==> config.mk <==
export PLATFORM = sky130hd
export DESIGN_NAME = bus_rr_arbiter
export DESIGN_NICKNAME = d
export VERILOG_FILES = /design/src/rtl/bus_rr_arbiter.sv
export SDC_FILE = /design/constraint.sdc
export NUM_CORES = 1
export LEC_CHECK = 0
export BUFFER_PORTS_ARGS = -buffer_cell sky130_fd_sc_hd__buf_2
export CORE_ASPECT_RATIO = 1.5
export CORE_MARGIN = 2
export CORE_UTILIZATION = 29
export CTS_BUF_LIST = sky130_fd_sc_hd__clkbuf_16
export DETAILED_ROUTE_END_ITERATION = 10
export HOLD_SLACK_MARGIN = 0.05
export PLACE_DENSITY_LB_ADDON = 0.05
export SYNTH_ARGS = -nofsm -noshare
export SYNTH_HDL_FRONTEND = slang
export SYNTH_SLANG_ARGS = --single-unit
==> constraint.sdc <==
create_clock -name clk -period 4.41 [get_ports clk]
set_input_delay 0.6615 -clock clk [delete_from_list [all_inputs] [get_ports clk]]
set_output_delay 0.6615 -clock clk [all_outputs]
set_load 0.02 [all_outputs]
==> src/rtl/bus_rr_arbiter.sv <==
// Round-robin arbiter moving one packet per grant from a source FIFO to one
// or all destination FIFOs through an IDLE/WAIT/XFER/GAP handshake.
module bus_rr_arbiter #(
  parameter int         num_ntrfs = 4,
  parameter int         pckg_sz   = 32,
  parameter logic [7:0] broadcast = {8{1'b1}}
) (
  input  logic                              clk,
  input  logic                              reset,
  input  logic [num_ntrfs-1:0]              pndng_i_in,
  input  logic [num_ntrfs-1:0][pckg_sz-1:0] data_out_i_in,
  input  logic [num_ntrfs-1:0]              dst_full,
  output logic [num_ntrfs-1:0]              popin,
  output logic [num_ntrfs-1:0]              push,
  output logic [pckg_sz-1:0]                bus_data,
  output logic [3:0]                        grant_id,
  output logic                              busy,
  output logic                              drop
);

  localparam int iw = (num_ntrfs > 1) ? $clog2(num_ntrfs) : 1;

  typedef enum logic [1:0] {IDLE, WAIT, XFER, GAP} state_t;

  state_t               state_reg, state_next;
  logic [3:0]           last_grant_reg;
  logic [3:0]           rr_pick;
  logic                 rr_found;
  logic [4:0]           rr_idx;
  logic [7:0]           dst_id;
  logic                 is_bcast;
  logic                 id_valid;
  logic                 blocked;
  logic [num_ntrfs-1:0] target;
  logic                 pop_en;
  logic                 push_en;
  logic                 drop_en;

  // Cyclic search from last_grant+1; iterating backwards lets the nearest hit win.
  always_comb begin
    rr_found = 1'b0;
    rr_pick  = '0;
    rr_idx   = '0;
    for (int k = num_ntrfs; k >= 1; k--) begin
      rr_idx = {1'b0, last_grant_reg} + 5'(k);
      if (rr_idx >= 5'(num_ntrfs)) begin
        rr_idx = rr_idx - 5'(num_ntrfs);
      end
      if (pndng_i_in[rr_idx[iw-1:0]]) begin
        rr_found = 1'b1;
        rr_pick  = 4'(rr_idx);
      end
    end
  end

  assign dst_id   = bus_data[pckg_sz-1 -: 8];
  assign is_bcast = (dst_id == broadcast);
  assign id_valid = is_bcast || (dst_id < 8'(num_ntrfs));
  assign blocked  = |(target & dst_full);

  // Strobes are masked by reset so an aborted transfer never pops or pushes.
  for (genvar gi = 0; gi < num_ntrfs; gi++) begin : g_term
    assign target[gi] = is_bcast ? (grant_id != 4'(gi)) : (dst_id == 8'(gi));
    assign popin[gi]  = pop_en && !reset && (grant_id == 4'(gi));
    assign push[gi]   = push_en && !reset && target[gi];
  end

  assign drop = drop_en && !reset;
  assign busy = (state_reg != IDLE);

  always_comb begin
    state_next = state_reg;
    pop_en     = 1'b0;
    push_en    = 1'b0;
    drop_en    = 1'b0;
    case (state_reg)
      IDLE: begin
        if (rr_found) begin
          state_next = WAIT;
        end
      end
      WAIT: begin
        if (!id_valid) begin
          drop_en    = 1'b1;
          pop_en     = 1'b1;
          state_next = GAP;
        end else if (!blocked) begin
          state_next = XFER;
        end
      end
      XFER: begin
        pop_en     = 1'b1;
        push_en    = 1'b1;
        state_next = GAP;
      end
      GAP: begin
        state_next = IDLE;
      end
      default: begin
        state_next = IDLE;
      end
    endcase
  end

  always_ff @(posedge clk) begin
    if (reset) begin
      state_reg      <= IDLE;
      bus_data       <= '0;
      grant_id       <= '0;
      last_grant_reg <= 4'(num_ntrfs - 1);
    end else begin
      state_reg <= state_next;
      if (state_reg == IDLE && rr_found) begin
        grant_id <= rr_pick;
        bus_data <= data_out_i_in[rr_pick[iw-1:0]];
      end
      if (state_reg == XFER) begin
        last_grant_reg <= grant_id;
      end
    end
  end

endmodule

==> impl_metrics.toml <==
[timing]
finalClockSkew_ns = 0.00845
worst_pin_slew_ns = 0.638
maxSlewViolCount = 0
timing.final.setup_violations = 0
grt_setup_unrepaired = "false"
max_slew_margin = 0.564
totalNegativeSetupSlack_ns = 0
worst_slack_ns = 0.996
max_freq_mhz = 293
timing.final.crit_period_ns = 3.41
final_hold_viol_count = 0
layout_worst_path_cycle_share = 0.774

[finish]
layout-drive-gt1-share = 0.437
filler_cells = 1190
most_common_library_cell_in_the_layout_ignoring_fill_and_taps = "sky130_fd_sc_hd__buf_2"
post_layout_nonfiller_instances = 685
area_growth_syn_to_layout_pct = 33.0
finish.utilization = 0.395
nets = 686
largest_register_ff_count = 32
layout.cells.most_common_list = "sky130_fd_sc_hd__buf_2, sky130_fd_sc_hd__mux2i_1, sky130_fd_sc_hd__nand2_1"

[yosys]
count_of_yosys_warnings_during_synthesis = 0
syn_inst = 364
synth.ff_latch_count = 42
postSynthAreaPerCell_um2 = 9.36
synth_nets = 518
synth_async_sr_flop_share = 0
post_synth_instance_area_um2 = 3410
synth.lib_cells_used.distinct = 51
ys_dominant_reg_cell = "sky130_fd_sc_hd__dfxtp_1"
ys_seq_area_frac = 0.247
post_synth_edffs = 0

[floorplanning]
die_width_um = 92.5
die_y_um = 137
core_area_um2 = 11500
num_io_pins = 184
die_area_um2 = 12700
placement_rows = 48
start_util = 0.297

[setup_path]
crit_path_top_delay_cell = "sky130_fd_sc_hd__dfxtp_1"
category_of_the_worst_setup_path_capture_point = "flop"
critical_path_arrival_ns = 3.62
worst-endpoint-required_ns = 4.62
max_stage_delay_ns = 0.75
critPathTopFamily = "compound AO/OA/AOI/OAI gates"
startpoint_type = "flop"
crit_buf_inv = 2
crit_chain = "inv_1, ha_1, a221oi_1, a221oi_1, o31ai_1, o21ai_1, or3_2, buf_12, o221ai_1"
crit_path_max_fanout = 32
crit_top_cell = "sky130_fd_sc_hd__a221oi_1"
path_class = "flop to flop"

[detailed_routing]
number_of_search_and_repair_iterations_in_the_first_detailed_routing_pass = 4
ant_nets = 0
detail_route.vias_per_cell = 4.97
initialDrtViolationCount = 82
drc_errors = 0
routed_wirelength_mm = 10.9
dr_total_vias = 3403
routed_wire_length_per_instance_um = 15.9

[clock_tree]
cts.htree.levels = 2
cts_sinks = 42
cts_resized = 0
cts_post_setup_buffers_inserted = 0
tritoncts.num_buffers = 5
cts_hold_repair.buffers = 0
insertion_delay_ns = 0.29
cts_buffer_depth = 2
ctsRootBufferMaster = "sky130_fd_sc_hd__clkbuf_16"
clock_tree_from_tritoncts = "yes"
cts.clk_slew.worst_paths_ns = 0.07

[placement]
hpwl_mm = 8.53
place_ws_ns = 0.990
post-place-cells = 675
globalplace.congestion = 0.783
io_buffer_count = 183

[global_route]
grt_max_degree = 66
first_global_vias = 3565
antenna_found_initial = 2
grt_first_pass_wirelength_mm = 17.3
grt_use_total = 0.174
overflow_left_after_global_routing = 0

[outcome]
outcome = "completed"

[hold_path]
holdCritPathClass = "flop to flop"

[power]
vdd_ir_drop_max_uv = 251
total_leakage_power_nw = 2.15
totalPowerFinal_mw = 2.87
power-per-cell-area_nw_per_um2 = 633

[flow_run]
max_cap_violations = 0
worst register-to-register path: stages (launching register included):
cell	delay [ns]
sky130_fd_sc_hd__dfxtp_1	0.75
sky130_fd_sc_hd__inv_1	0.31
sky130_fd_sc_hd__ha_1	0.51
sky130_fd_sc_hd__a221oi_1	0.31
sky130_fd_sc_hd__a221oi_1	0.08
sky130_fd_sc_hd__o31ai_1	0.31
sky130_fd_sc_hd__o21ai_1	0.18
sky130_fd_sc_hd__or3_2	0.47
sky130_fd_sc_hd__buf_12	0.21
sky130_fd_sc_hd__o221ai_1	0.22
through the flow:
step           instance area, um2  hold WS, ns
2_1_floorplan                3410        0.451
3_5_place_dp                 4390        0.445
4_1_cts                      4530        0.467
6_report                     4530        0.464
3_3_place_gp                 4390        0.444
5_1_grt                      4530        0.489
synthesized netlist by cell type, types with 4 or more instances:
| cell | count | area (um2) |
|---|---|---|
| sky130_fd_sc_hd__nor3_1 | 8 | 40.0 |
| sky130_fd_sc_hd__clkbuf_1 | 6 | 22.5 |
| sky130_fd_sc_hd__o21ai_1 | 4 | 20.0 |
| sky130_fd_sc_hd__nand2_1 | 49 | 184 |
| sky130_fd_sc_hd__nor2_1 | 24 | 90.1 |
| sky130_fd_sc_hd__o21ai_0 | 4 | 20.0 |
| sky130_fd_sc_hd__ha_1 | 16 | 200 |
| sky130_fd_sc_hd__a21oi_1 | 6 | 30.0 |
| sky130_fd_sc_hd__o221ai_2 | 30 | 450 |
| sky130_fd_sc_hd__buf_2 | 10 | 50.1 |
| sky130_fd_sc_hd__o211ai_1 | 4 | 30.0 |
| sky130_fd_sc_hd__mux2i_1 | 75 | 751 |
| sky130_fd_sc_hd__buf_6 | 4 | 45.0 |
| sky130_fd_sc_hd__nand2b_1 | 6 | 37.5 |
| sky130_fd_sc_hd__xnor2_1 | 5 | 43.8 |
| sky130_fd_sc_hd__dfxtp_1 | 42 | 841 |
| sky130_fd_sc_hd__nor4_1 | 4 | 25.0 |
| sky130_fd_sc_hd__inv_1 | 12 | 45.0 |
power breakdown:
part | switching [mW] | internal (mW) | total, mW
sequential | 0.178 | 0.563 | 0.741
clock | 0.163 | 0.207 | 0.370
combinational | 1.04 | 0.715 | 1.76
worst paths after layout:
| kind | cells past startpoint | from | slack [ns] | to |
|---|---|---|---|---|
| hold reg to reg | 2 | bus_data[12] | 0.46 | bus_data[12] |
| setup / recovery | 9 | last_grant_reg[0] | 1.0 | bus_data[23] |
| setup reg to reg | 9 | last_grant_reg[0] | 1.0 | bus_data[23] |
| hold / removal | 2 | bus_data[12] | 0.46 | bus_data[12] |
cell families (layout without fill, tap and decap cells):
kind of cell,count (synthesis),after routing,synth area share
adders and majority gates,16,16,0.0587
AOI/OAI and AO/OA,73,73,0.222
buffers and inverters,38,207,0.0720
and+or+nand+nor,107,107,0.141
xor gates and xnor gates,7,7,0.0180
muxes,81,81,0.242
DFF,42,42,0.247
other,0,2,0
final cells by class:
cell class	count	area, um2	share of cell area
Multi-Input combinational cell	284	2340	0.517
Sequential cell	42	841	0.185
Clock inverter	3	16.3	0.00359
Clock buffer	5	125	0.0276
Inverter	12	45.0	0.00994
Timing Repair Buffer	187	971	0.214
Antenna cell	2	5.00	0.00110
Tap cell	150	188	0.0414
routing by layer:
metal	GRT usage	share of wire	vias up
li1	-	-	1698
met1	0.182	0.38	1582
met2	0.333	0.54	109
met3	0.0369	0.051	14
met4	0.0663	0.019	0
met5	0	0	-
No activity file was read; power rests on OpenSTA's default activity.
